===== src/rtl/pll_rst_pkg.sv =====
// rtl/pll_rst_pkg.sv - shared state encoding and retry counter helpers for the PLL reset sequencer
package pll_rst_pkg;

    localparam int RETRY_W = 8;

    localparam logic [2:0] ST_PLL_RST   = 3'd0;
    localparam logic [2:0] ST_WAIT_LOCK = 3'd1;
    localparam logic [2:0] ST_STABLE    = 3'd2;
    localparam logic [2:0] ST_RELEASE   = 3'd3;
    localparam logic [2:0] ST_RUN       = 3'd4;

    typedef enum logic [2:0] {
        PLL_RST   = ST_PLL_RST,
        WAIT_LOCK = ST_WAIT_LOCK,
        STABLE    = ST_STABLE,
        RELEASE   = ST_RELEASE,
        RUN       = ST_RUN
    } state_e;

    function automatic int max4(input int a, input int b, input int c, input int d);
        int m;
        m = a;
        if (b > m) m = b;
        if (c > m) m = c;
        if (d > m) m = d;
        return m;
    endfunction

    // Retry counter sticks at all-ones so a flapping PLL never looks healthy again.
    function automatic logic [RETRY_W-1:0] sat_inc(input logic [RETRY_W-1:0] v);
        return (v == {RETRY_W{1'b1}}) ? v : v + RETRY_W'(1);
    endfunction

endpackage


===== src/rtl/sync_2ff.sv =====
// rtl/sync_2ff.sv - two-flop synchronizer for a single asynchronous bit
module sync_2ff (
    input  logic clk,
    input  logic reset,
    input  logic d,
    output logic q
);

    logic meta;

    always_ff @(posedge clk) begin
        if (reset) begin
            meta <= 1'b0;
            q    <= 1'b0;
        end else begin
            meta <= d;
            q    <= meta;
        end
    end

endmodule


===== src/rtl/pll_reset_sequencer.sv =====
// rtl/pll_reset_sequencer.sv - PLL reset, lock qualification and staggered domain reset release
module pll_reset_sequencer
    import pll_rst_pkg::*;
#(
    parameter int PLL_RST_CYCLES = 16,
    parameter int LOCK_TIMEOUT   = 20000,
    parameter int STABLE_CYCLES  = 1024,
    parameter int NUM_DOMAINS    = 3,
    parameter int STAGGER_CYCLES = 8
) (
    input  logic                   clk_in1,
    input  logic                   reset,
    input  logic                   locked,
    output logic                   pll_reset,
    output logic [NUM_DOMAINS-1:0] domain_reset,
    output logic                   ready,
    output logic [RETRY_W-1:0]     retry_count,
    output logic                   lock_lost
);

    localparam int REL_TOTAL = STAGGER_CYCLES * (NUM_DOMAINS + 1);
    localparam int CNT_MAX   = max4(PLL_RST_CYCLES, LOCK_TIMEOUT, STABLE_CYCLES, REL_TOTAL);
    localparam int CNT_W     = $clog2(CNT_MAX + 1);

    localparam logic [CNT_W-1:0] RST_LOAD    = CNT_W'(PLL_RST_CYCLES);
    localparam logic [CNT_W-1:0] TO_LOAD     = CNT_W'(LOCK_TIMEOUT);
    localparam logic [CNT_W-1:0] STABLE_LOAD = CNT_W'(STABLE_CYCLES);
    localparam logic [CNT_W-1:0] REL_LOAD    = CNT_W'(REL_TOTAL);

    state_e                   state;
    logic [CNT_W-1:0]         cnt;
    logic                     lock_s;
    logic [CNT_W-1:0]         rel_elapsed;
    logic [31:0]              rel_elapsed32;
    logic [NUM_DOMAINS-1:0]   rel_hold;
    logic                     cnt_done;

    sync_2ff u_lock_sync (
        .clk   (clk_in1),
        .reset (reset),
        .d     (locked),
        .q     (lock_s)
    );

    assign cnt_done = (cnt <= CNT_W'(1));

    // Cycles since RELEASE entry as of the coming edge; domain i stays held
    // until that reaches its own stagger slot.
    always_comb begin
        rel_elapsed   = REL_LOAD - cnt + CNT_W'(1);
        rel_elapsed32 = 32'(rel_elapsed);
        rel_hold      = '1;
        for (int i = 0; i < NUM_DOMAINS; i++) begin
            rel_hold[i] = (rel_elapsed32 < 32'(STAGGER_CYCLES * (i + 1)));
        end
    end

    always_ff @(posedge clk_in1) begin
        if (reset) begin
            state        <= PLL_RST;
            cnt          <= RST_LOAD;
            pll_reset    <= 1'b1;
            domain_reset <= '1;
            ready        <= 1'b0;
            lock_lost    <= 1'b0;
            retry_count  <= '0;
        end else begin
            lock_lost <= 1'b0;
            case (state)
                PLL_RST: begin
                    pll_reset    <= 1'b1;
                    domain_reset <= '1;
                    ready        <= 1'b0;
                    if (cnt_done) begin
                        state     <= WAIT_LOCK;
                        cnt       <= TO_LOAD;
                        pll_reset <= 1'b0;
                    end else begin
                        cnt <= cnt - CNT_W'(1);
                    end
                end

                // Lock is checked before the timeout so a coincident lock wins.
                WAIT_LOCK: begin
                    if (lock_s) begin
                        state <= STABLE;
                        cnt   <= STABLE_LOAD;
                    end else if (cnt_done) begin
                        state       <= PLL_RST;
                        cnt         <= RST_LOAD;
                        pll_reset   <= 1'b1;
                        retry_count <= sat_inc(retry_count);
                    end else begin
                        cnt <= cnt - CNT_W'(1);
                    end
                end

                STABLE, RELEASE, RUN: begin
                    if (!lock_s) begin
                        state        <= PLL_RST;
                        cnt          <= RST_LOAD;
                        pll_reset    <= 1'b1;
                        domain_reset <= '1;
                        ready        <= 1'b0;
                        lock_lost    <= 1'b1;
                        retry_count  <= sat_inc(retry_count);
                    end else if (state == STABLE) begin
                        if (cnt_done) begin
                            state <= RELEASE;
                            cnt   <= REL_LOAD;
                        end else begin
                            cnt <= cnt - CNT_W'(1);
                        end
                    end else if (state == RELEASE) begin
                        domain_reset <= rel_hold;
                        if (cnt_done) begin
                            state <= RUN;
                            ready <= 1'b1;
                        end else begin
                            cnt <= cnt - CNT_W'(1);
                        end
                    end
                end

                default: begin
                    state        <= PLL_RST;
                    cnt          <= RST_LOAD;
                    pll_reset    <= 1'b1;
                    domain_reset <= '1;
                    ready        <= 1'b0;
                end
            endcase
        end
    end

endmodule


===== config.mk =====
export PLATFORM = sky130hd
export DESIGN_NAME = pll_reset_sequencer
export DESIGN_NICKNAME = d
export VERILOG_FILES = /design/src/rtl/pll_rst_pkg.sv /design/src/rtl/sync_2ff.sv /design/src/rtl/pll_reset_sequencer.sv
export SDC_FILE = /design/constraint.sdc
export NUM_CORES = 1
export LEC_CHECK = 0
export CORE_ASPECT_RATIO = 0.75
export CORE_MARGIN = 4
export CORE_UTILIZATION = 32
export DETAILED_ROUTE_END_ITERATION = 7
export GPL_TIMING_DRIVEN = 0
export PLACE_DENSITY = 0.53
export REMOVE_ABC_BUFFERS = 1
export SLEW_MARGIN = 20
export SYNTH_ARGS = -nofsm -noshare
export SYNTH_HDL_FRONTEND = slang
export SYNTH_SLANG_ARGS = --single-unit

===== constraint.sdc =====
create_clock -name clk_in1 -period 3.8 [get_ports clk_in1]
set_input_delay 0.76 -clock clk_in1 [delete_from_list [all_inputs] [get_ports clk_in1]]
set_output_delay 0.76 -clock clk_in1 [all_outputs]
set_load 0.01 [all_outputs]

======== Yosys cells after proc, flatten, opt, wreduce, memory -nomap -nowiden ========
Index checks and enable logic that the tools add are counted.
operators by class
  muxes and demuxes ....................... 37
  reductions and logical operators ........ 10
  bitwise gates (word level) .............. 2
  $add $sub $neg .......................... 4
  equal/unequal tests ..................... 17
  magnitude comparators ................... 4
operators by type and width
  cell                                                              number
  2-to-1 mux 15 bit                                                 8
  one-hot mux 15 bit (3 select lines)                               1
  2-to-1 mux 3 bit                                                  11
  2-to-1 mux 8 bit                                                  4
  < comparator 15 x 5 -> 1 bit (second input constant)              2
  != test 4 bit (second input constant)                             4
  one-hot mux 8 bit (2 select lines)                                1
  adder 15 x 1 -> 15 bit (second input constant)                    1
  less-or-equal comparator 15 x 1 -> 1 bit (second input constant)  1
  < comparator 15 x 4 -> 1 bit (second input constant)              1
  subtractor 15 x 1 -> 15 bit (second input constant)               1
  subtractor 6 x 15 -> 15 bit (first input constant)                1
  != test 3 bit (second input constant)                             3
  one-hot mux 3 bit (3 select lines)                                1
  adder 8 x 1 -> 8 bit (second input constant)                      1
  equality test 8 bit (second input constant)                       1
  2-to-1 mux 1 bit                                                  8
  != test 2 bit (second input constant)                             4
  AND reduction 4 bit                                               2
  equality test 3 x 2 -> 1 bit (second input constant)              2
  one-hot mux 3 bit (2 select lines)                                1
  AND reduction 3 bit                                               2
  AND reduction 5 bit                                               1
  equality test 3 x 1 -> 1 bit (second input constant)              1
  10 further kinds                                                  11
storage, ports and cells
  bits of input ports ..................... 3
  flip-flop bits (word level) ............. 34
  logic and storage cells ................. 83

======== Longest topological paths before layout ========
Gate-level depths: netlist of the first run.
  depth in word-level cells ............... 7
  mapped depth ............................ 8

======== Modules after synthesis ========
From an unflattened synthesis of the first run, not the netlist that was laid out.
unflattened totals
  cell total of the unflattened synthesis .. 271
  area, all modules ....................... 2,195.9 um^2
modules (own cells, without submodules)
  module               area an instance (um^2)  cells an instance  seq. area each (um^2)  instances
  pll_reset_sequencer  2,143.3                  267                640.6                  1
  sync_2ff             52.6                     4                  40.0                   1

======== Worst setup path after synthesis of the first run ========
OpenSTA, ideal clock, no wires.
  path kind ............................... register -> register
  from .................................... reg cnt[7]
  to ...................................... reg retry_count[6]
  library setup time ...................... 70 ps
  period minus slack after synthesis ...... 2,367 ps
  setup slack ............................. 1,433 ps
  arrival time ............................ 2,296 ps
  required time ........................... 3,730 ps
  stages on the path, launching flop included .. 8
  cells stage by stage .................... dfxtp_1 buf_6 or4_4 or2_0 buf_6 o32a_4 or4_1 a21oi_1
between the ends
  cells in the longest elaborated chain, start to end .. 3
ends and longest elaborated chain
  item                                      line                        text
  from (decl)                               pll_reset_sequencer.sv:31   logic [CNT_W-1:0] cnt;
  from (signal assigned)                    pll_reset_sequencer.sv:79   cnt <= cnt - CNT_W'(1);
  from (signal assigned)                    pll_reset_sequencer.sv:94   cnt <= cnt - CNT_W'(1);
  from (signal assigned)                    pll_reset_sequencer.sv:112  cnt <= cnt - CNT_W'(1);
  less-or-equal comparator 15 x 1 -> 1 bit  pll_reset_sequencer.sv:45   assign cnt_done = (cnt <= CNT_W'(1));
  != test 2 bit (no line)                   --
  AND reduction 4 bit (no line)             --
  to (signal assigned)                      pll_reset_sequencer.sv:92   retry_count <= sat_inc(retry_count);
  to (signal assigned)                      pll_reset_sequencer.sv:106  retry_count <= sat_inc(retry_count);
  to (decl)                                 pll_reset_sequencer.sv:17   output logic [RETRY_W-1:0] retry_count,
Every way passes these cells.
A chain may end at the register's enable or synchronous reset.

======== Worst setup path in the final report of the first run ========
  from .................................... reg cnt[4]
  to ...................................... reg cnt[13]
between the ends
  cells in the longest elaborated chain, start to end .. 6
ends and longest elaborated chain
  item                                 line                        text
  subtractor 15 x 1 -> 15 bit          --
  2-to-1 mux 15 bit                    pll_reset_sequencer.sv:116  if (cnt_done) begin
  2-to-1 mux 15 bit                    pll_reset_sequencer.sv:114  end else if (state == RELEASE) begin
  2-to-1 mux 15 bit                    pll_reset_sequencer.sv:107  end else if (state == STABLE) begin
  2-to-1 mux 15 bit                    pll_reset_sequencer.sv:99   if (!lock_s) begin
  one-hot mux 15 bit (3 select lines)  pll_reset_sequencer.sv:69   case (state)
Parallel ways exist; a longest one is shown, timed or not. The select of a mux whose other input is x is not followed.

==> results of run 1 <==
cells in the mapped netlist, drive strengths merged, types with 6 or more instances:
cell     n  share of area [%]
o22ai    7                2.1
inv      6                1.1
nor4    10                3.0
nor3     9                2.2
or4      7                2.7
nand2   11                2.0
a21oi   17                4.1
nor2    23                4.2
nand3    6                1.5
dfxtp   34                 33
clkbuf  18                3.3
o21ai   16                3.9
o211ai   6                2.2
o31ai    8                2.9
logic make-up (layout without fill, tap and decap cells):
kind of cell	after synthesis	count (layout)
AO/OA/AOI/OAI	91	91
XOR/XNOR	4	4
adder cells (fa/ha/maj)	4	4
buffers and inverters	27	30
flip-flops	34	34
multiplexers	1	1
AND/OR/NAND/NOR	97	97
metal layers:
| metal | global-route usage, % | wire [um] | vias to the layer above |
|---|---|---|---|
| li1 | - | - | 1000 |
| met1 | 23.1 | 2970 | 942 |
| met2 | 18.9 | 2100 | 48 |
| met3 | 3.23 | 258 | 8 |
| met4 | 4.04 | 68 | 0 |
| met5 | 0 | 0 | - |
cell type report:
cell class,instances,area [sq um],share of cell area (%)
Clock buffer,5,68.8,2.94
Clock inverter,3,40.0,1.71
Inverter,6,22.5,0.963
Multi-Input combinational cell,197,1270,54.3
Sequential cell,34,681,29.1
Tap cell,81,101,4.33
Timing Repair Buffer,16,155,6.63
where the power goes:
group          internal, W  switching (W)
Clock             0.000193       0.000147
Combinational     0.000223       0.000360
Sequential        0.000414       0.000113
worst max-delay path by stage:
stage	slack, ns	endpoint	cells after the start	startpoint
2_1_floorplan	1.19	cnt[13]	5	cnt[7]
3_3_place_gp	-0.23	cnt[12]	5	reset
3_5_place_dp	0.96	cnt[13]	5	cnt[7]
4_1_cts	0.91	cnt[13]	5	cnt[7]
5_1_grt	0.64	cnt[13]	5	cnt[4]
6_report	0.86	cnt[13]	5	cnt[4]
sequential cells by signal, summed over array words and instances, names as in the netlist:
name and cells:
lock_lost 1, ready 1, u_lock_sync.q 1, cnt 15, domain_reset 3, u_lock_sync.meta 1, pll_reset 1, state 3
retry_count 8
critical path: stages (launching register included):
cell and delay, ns:
dfxtp_1 0.44, nor3_1 0.47, o2111ai_1 0.56, o21ai_1 0.88, o22ai_1 0.19, a22o_1 0.27
per-stage QoR:
| step | cell area [sq um] | cells | TNS, ns | total power [W] |
|---|---|---|---|---|
| 2_1_floorplan | 1970 | 237 | 0 | 0.000934 |
| 3_3_place_gp | 2230 | 334 | -1.53 | 0.00111 |
| 3_5_place_dp | 2220 | 334 | 0 | 0.00110 |
| 4_1_cts | 2330 | 342 | 0 | 0.00144 |
| 5_1_grt | 2340 | 342 | 0 | 0.00156 |
| 6_report | 2340 | 342 | 0 | 0.00145 |
==> results.yml, run 1 <==
clocking:
  ctsResizeCount: 0
  post-cts-setup-buffers: 0
  root_buffer: "clkbuf_8"
  worstSkewPairLatency_ns: 0.30
  htreeDepth: 2
  cts.sinks: 34
  cts_hold_buf: 0
  cts_buffers: 5
  clkTransAtPathRegs_ns: 0.08
  cts_tree: "done"
  clockBufferDepth: 2
floorplanning:
  start_util_pct: 32.8
  die_height_um: 77.5
  rows: 25
  fp.dieW_um: 101
  io-pin-count: 17
  die_area_sq_um: 7800
  core_sq_um: 6290
power:
  power.leakage_nw: 0.812
  powerDensity_nw_per_um2: 620
  irDropWorstVdd_uv: 228
logic_synthesis:
  synthAdderAreaFrac_pct: 2.31
  synth_edf_count: 0
  synthMuxAreaShare_pct: 0.486
  synth_area_sq_um: 2060
  synthSimpleGateAreaFrac_pct: 25.6
  ys_warn_count: 0
  synthCells: 258
  synth_cell_types: 54
  synth-main-ff-cell: "dfxtp_1"
  synth-xor-area-share_pct: 1.70
  synth_seq_cells: 34
  synthArstFlopShare_pct: 0
  synth_compound_area_share_pct: 31.2
  synth_top_family_by_area: "compound AO/OA/AOI/OAI gates"
  synth.avg_cell_area_sq_um: 7.99
  ys_seq_area_share_pct: 33.0
grt:
  overflow: 0
  grt_usage_pct: 14.5
  grt_pass1_wl_um: 9160
  grt_pass1_vias: 1788
  grt_max_degree: 36
  grt_antenna_before_repair: 0
drt:
  drc_errors: 0
  wl_per_cell_um: 15.8
  vias: 1998
  vias_per_cell: 5.84
  drt-pass1-iter-count: 4
  drt_iter0_drc: 131
  wl_um: 5390
  final_antenna_net_count: 0
setup_path:
  r2r_setup_slack_ns: 0.86
  worstSetupPathType: "reg -> reg"
  end_kind: "flop"
  reg2reg_depth: 5
  cp.arrival_ns: 3.12
  required_ns: 3.98
  cp-start-kind: "flop"
  rr_endpoint: "cnt[13]"
  cp_max_fo: 12
  reg2reg_from: "cnt[4]"
min_path:
  worstHoldPathCells: 1
  holdCritPathClass: "reg -> reg"
  min_from: "u_lock_sync.meta"
  hold_end: "u_lock_sync.q"
timing:
  hold_viol: 0
  tightest_slew_ns: 0.983
  grt_setup_unrepaired: "false"
  clock.fmax_ghz: 0.340
  postLayoutSetupSlackWorst_ns: 0.858
  final.period_utilization_pct: 77.4
  relSlewSlack_pct: 34.4
  slew_viol_final: 0
  fin_skew_ns: 0.0137
  finalCriticalPeriod_ns: 2.94
  holdWs_ns: 0.445
  setup_viol: 0
finish:
  area.growth.synth_to_final_pct: 13.5
  final_layout_size_suffix_gt1_share_pct: 6.13
  final_cell_mix: "dfxtp_1, nor2_1, a21oi_1"
  post-route-util_pct: 37.2
  layout_commonest_cell: "dfxtp_1"
  nFillCells: 657
  antennaDiodeCount: 0
  final_nets: 266
placement:
  dp_hpwl_um: 3680
  pre_cts_ws_ns: 0.963
  port_buffers: 16
  gp_congestion: 0.839
status:
  outcome: "finished clean"
flow_run:
  drv_cap: 0
(Power assumes the default switching activity.)
==> inputs of run 2 (changes only) <==
--- a/config.mk
+++ b/config.mk
@@ -10,7 +10,7 @@
 export CORE_UTILIZATION = 32
 export DETAILED_ROUTE_END_ITERATION = 7
 export GPL_TIMING_DRIVEN = 0
-export PLACE_DENSITY = 0.53
+export PLACE_DENSITY = 0.55
 export REMOVE_ABC_BUFFERS = 1
 export SLEW_MARGIN = 20
 export SYNTH_ARGS = -nofsm -noshare
==> constraint.sdc (replaced) <==
create_clock -name clk_in1 -period 2.61 [get_ports clk_in1]
set_input_delay 0.522 -clock clk_in1 [delete_from_list [all_inputs] [get_ports clk_in1]]
set_output_delay 0.522 -clock clk_in1 [all_outputs]
set_load 0.01 [all_outputs]
==> results.yml, run 2 (synthesis gave the netlist of run 1 again) <==
clocking:
  root_buffer: "clkbuf_8"
  worstSkewPairLatency_ns: 0.29
  cts_buffers: 5
  clkTransAtPathRegs_ns: 0.07
  clockBufferDepth: 2
  htreeDepth: 2
  cts_tree: "done"
  cts_hold_buf: 0
  ctsResizeCount: 4
  cts.sinks: 34
  post-cts-setup-buffers: 0
grt:
  grt_pass1_wl_um: 8980
  grt_pass1_vias: 1762
  grt_max_degree: 36
  grt_antenna_before_repair: 0
  overflow: 0
  grt_usage_pct: 14.3
floorplanning:
  start_util_pct: 32.8
  die_height_um: 77.5
  io-pin-count: 17
  die_area_sq_um: 7800
  core_sq_um: 6290
  fp.dieW_um: 101
  rows: 25
min_path:
  min_from: "u_lock_sync.meta"
  holdCritPathClass: "reg -> reg"
power:
  irDropWorstVdd_uv: 495
  powerDensity_nw_per_um2: 866
  power.leakage_nw: 0.805
setup_path:
  worstSetupPathType: "reg -> reg"
  cp_max_fo: 17
  critPathMaxStageDelay_ns: 0.57
  cp-start-kind: "flop"
  critPathSlowestCell: "or4_4"
  startpoint: "cnt[7]"
  required_ns: 2.82
  cp.arrival_ns: 2.66
  reg2reg_from: "cnt[7]"
  end_kind: "flop"
  crit_chain: "or4_4 > or2_4 > o32a_4 > or4_1 > a21oi_1"
timing:
  final.period_utilization_pct: 93.6
  setup_viol: 0
  holdWs_ns: 0.439
  hold_viol: 0
  grt_setup_unrepaired: "false"
  slew_viol_final: 0
  tightest_slew_ns: 0.688
  postLayoutSetupSlackWorst_ns: 0.166
  finalCriticalPeriod_ns: 2.44
  relSlewSlack_pct: 54.1
  clock.fmax_ghz: 0.409
  fin_skew_ns: 0.00487
finish:
  area.growth.synth_to_final_pct: 13.2
  top_register: "cnt"
  antennaDiodeCount: 0
  final_layout_size_suffix_gt1_share_pct: 8.08
  top_regs: "cnt (15), retry_count (8)"
  stdcell_count: 341
  post-route-util_pct: 37.1
  largest_reg_flops: 15
  layout_commonest_cell: "dfxtp_1"
  final_nets: 266
  final_cell_mix: "dfxtp_1, nor2_1, a21oi_1"
flow_run:
  drv_cap: 0
status:
  outcome: "finished clean"
drt:
  wl_per_cell_um: 15.5
  drc_errors: 0
  vias_per_cell: 5.82
  wl_um: 5280
  drt-pass1-iter-count: 4
  final_antenna_net_count: 0
  drt_iter0_drc: 164
  vias: 1984
placement:
  pre_cts_ws_ns: -0.260
  port_buffers: 16
  placed_cells: 334
  gp_congestion: 0.850
  dp_hpwl_um: 3680
run 2: routing by layer:
layer | share of wire [%] | vias to the layer above | GRT usage, % | wire length (um)
met5 | 0 | - | 0 | 0
met4 | 1.2 | 0 | 4.44 | 64
met3 | 5.4 | 7 | 3.41 | 286
met2 | 40 | 41 | 18.3 | 2090
met1 | 54 | 943 | 22.9 | 2840
li1 | - | 993 | - | -
run 2: path summary, 6_finish.rpt:
path | cells after the start | slack [ns] | endpoint
setup / recovery | 5 | 0.17 | retry_count[6]
hold / removal | 1 | 0.44 | u_lock_sync.q
setup reg to reg | 5 | 0.17 | retry_count[6]
hold reg to reg | 1 | 0.44 | u_lock_sync.q
run 2: final cells by class:
type,instances,area (sq um)
Clock buffer,5,68.8
Clock inverter,2,10.0
Multi-Input combinational cell,197,1290
Fill cell,657,3950
Timing Repair Buffer,16,155
Sequential cell,34,682
Tap cell,81,101
Inverter,6,22.5
run 2: worst max-delay path, delay by kind of cell (launching register included):
kind,cells,cell delay [ns]
compound gates,2,0.58
flops,1,0.39
simple gates,3,1.40
run 2: metrics by stage:
stage,power [W],cell area [sq um],setup TNS [ns]
detailed placement,0.00160,2220,-1.44
floorplan,0.00136,1970,-0.00106
global placement,0.00160,2230,-10.96
CTS,0.00200,2310,0
global route,0.00217,2330,0
finish,0.00202,2330,0
run 2: power breakdown:
| part | switching, W | leakage (nW) | internal (W) |
|---|---|---|---|
| Clock | 0.000191 | 0.0438 | 0.000179 |
| Sequential | 0.000168 | 0.277 | 0.000603 |
| Combinational | 0.000529 | 0.484 | 0.000351 |
| Total | 0.000887 | 0.805 | 0.00113 |
==> inputs of run 3 (changes only) <==
--- a/config.mk
+++ b/config.mk
@@ -7,10 +7,11 @@
 export LEC_CHECK = 0
 export CORE_ASPECT_RATIO = 0.75
 export CORE_MARGIN = 4
-export CORE_UTILIZATION = 32
+export CORE_UTILIZATION = 52
 export DETAILED_ROUTE_END_ITERATION = 7
 export GPL_TIMING_DRIVEN = 0
-export PLACE_DENSITY = 0.55
+export PLACE_DENSITY = 0.8
+export RECOVER_POWER = 100
 export REMOVE_ABC_BUFFERS = 1
 export SLEW_MARGIN = 20
 export SYNTH_ARGS = -nofsm -noshare
==> results.yml, run 3 (synthesis gave the netlist of run 1 again) <==
status:
  outcome: "finished, violations left"
  violations: "capacitance limit, slew limit"
floorplanning:
  io-pin-count: 17
  die_height_um: 62.5
  die_area_sq_um: 5040
  start_util_pct: 55.2
  fp.dieW_um: 80.7
  rows: 19
  core_sq_um: 3730
grt:
  grt_usage_pct: 20.1
  grt_max_degree: 36
  overflow: 0
  grt_antenna_before_repair: 0
  grt_pass1_wl_um: 8270
  grt_pass1_vias: 1736
setup_path:
  worstSetupPathType: "reg -> reg"
  critPathMaxStageDelay_ns: 0.51
  setup.worst_path.end: "retry_count[6]"
  critical_path_buf_inv_count: 0
  cp_max_fo: 12
  cp.arrival_ns: 2.69
  r2r_setup_slack_ns: 0.12
  end_kind: "flop"
  required_ns: 2.81
  reg2reg_from: "cnt[4]"
  cp-start-kind: "flop"
  startpoint: "cnt[4]"
  worst-path-stages: 5
  path_delay_family: "compound AO/OA/AOI/OAI gates"
  critPathSlowestCell: "or4_1"
  rr_endpoint: "retry_count[6]"
  crit_chain: "nor3_2 > o2111ai_2 > o32a_4 > or4_1 > a21oi_1"
  reg2reg_depth: 5
finish:
  multi_input_area_sq_um: 1290
  antennaDiodeCount: 0
  top_register: "cnt"
  top_regs: "cnt (15), retry_count (8)"
  ff_latch_area_sq_um: 682
  largest_reg_flops: 15
  final_nets: 266
  final_cell_mix: "dfxtp_1, nor2_1, a21oi_1"
  area.growth.synth_to_final_pct: 12.9
  layout_commonest_cell: "dfxtp_1"
  nFillCells: 334
  final_layout_size_suffix_gt1_share_pct: 8.05
  post-route-util_pct: 62.4
timing:
  setup_viol: 0
  hold_viol: 0
  setup-tns-final_ns: 0
  grt_setup_unrepaired: "false"
  final.period_utilization_pct: 95.4
  slew_viol_final: 36
  fin_skew_ns: 0.00170
  clock.fmax_ghz: 0.401
  relSlewSlack_pct: -0.799
  tightest_slew_ns: 1.51
  finalCriticalPeriod_ns: 2.49
power:
  irDropWorstVdd_uv: 659
  powerDensity_nw_per_um2: 907
  power.leakage_nw: 0.840
  power_w: 0.00211
drt:
  final_antenna_net_count: 0
  wl_per_cell_um: 16.1
  vias_per_cell: 6.59
  drt_iter0_drc: 213
  wl_um: 5030
  drt-pass1-iter-count: 4
  drc_errors: 0
  vias: 2063
clocking:
  post-cts-setup-buffers: 0
  root_buffer: "clkbuf_8"
  cts.sinks: 34
  worstSkewPairLatency_ns: 0.28
  htreeDepth: 2
  clockBufferDepth: 2
  cts_tree: "done"
  cts_hold_buf: 0
  clkTransAtPathRegs_ns: 0.07
  cts_buffers: 5
min_path:
  holdCritPathClass: "reg -> reg"
placement:
  dp_hpwl_um: 3420
  port_buffers: 16
  gp_congestion: 0.881
flow_run:
  drv_cap: 1
run 3: cell types whose count changed in the layout (fill, tap and decap cells not counted):
cell and change:
buf_2 -1, clkbuf_1 +1, clkbuf_8 +3, clkinv_2 -2, clkdlybuf4s50_1 -14, dlygate4sd3_1 +14
run 3: how the worst min path moves through the flow:
stage | cells past startpoint | slack [ns] | startpoint | end
after floorplan | 1 | 0.41 | u_lock_sync.meta | u_lock_sync.q
after global placement | 1 | 0.42 | u_lock_sync.meta | u_lock_sync.q
after detailed placement | 1 | 0.42 | u_lock_sync.meta | u_lock_sync.q
after CTS | 1 | 0.44 | u_lock_sync.meta | u_lock_sync.q
after global routing | 1 | 0.46 | u_lock_sync.meta | u_lock_sync.q
final | 1 | 0.44 | u_lock_sync.meta | u_lock_sync.q
run 3: area by class of cell:
cell class              instances  share of cell area, %
well taps                      52                   2.80
clock buffers                   8                   4.73
inverters                       6                  0.968
repair buffers                 16                   6.61
multi-input cells             197                   55.6
flip-flops and latches         34                   29.3
run 3: layer usage:
| layer | vias to the layer above | share of wire, % | GRT usage (%) |
|---|---|---|---|
| li1 | 996 | - | - |
| met4 | 0 | 1.3 | 6.96 |
| met3 | 9 | 6.0 | 4.90 |
| met1 | 989 | 52 | 31.3 |
| met5 | - | 0 | 0 |
| met2 | 69 | 41 | 26.0 |
run 3: repair_timing:
action / CTS / global route
resized for setup: 4 / 5
endpoints found under the setup margin: 10 / 11
cloned: 0 / 0
run 3: where the power goes:
part	switching, W	internal [W]	total [W]
clock	0.000189	0.000266	0.000455
sequential	0.000168	0.000603	0.000771
combinational	0.000535	0.000349	0.000884
run 3: metrics by stage:
step                hold slack, ns  cell area (sq um)  setup WS (ns)  instances
floorplan                    0.414               1970       -0.00106        237
global placement             0.416               2190          -1.00        305
detailed placement           0.422               2190         -0.462        305
CTS                          0.438               2310         0.0141        313
global route                 0.457               2330         0.0120        313
finish                       0.440               2330          0.119        313
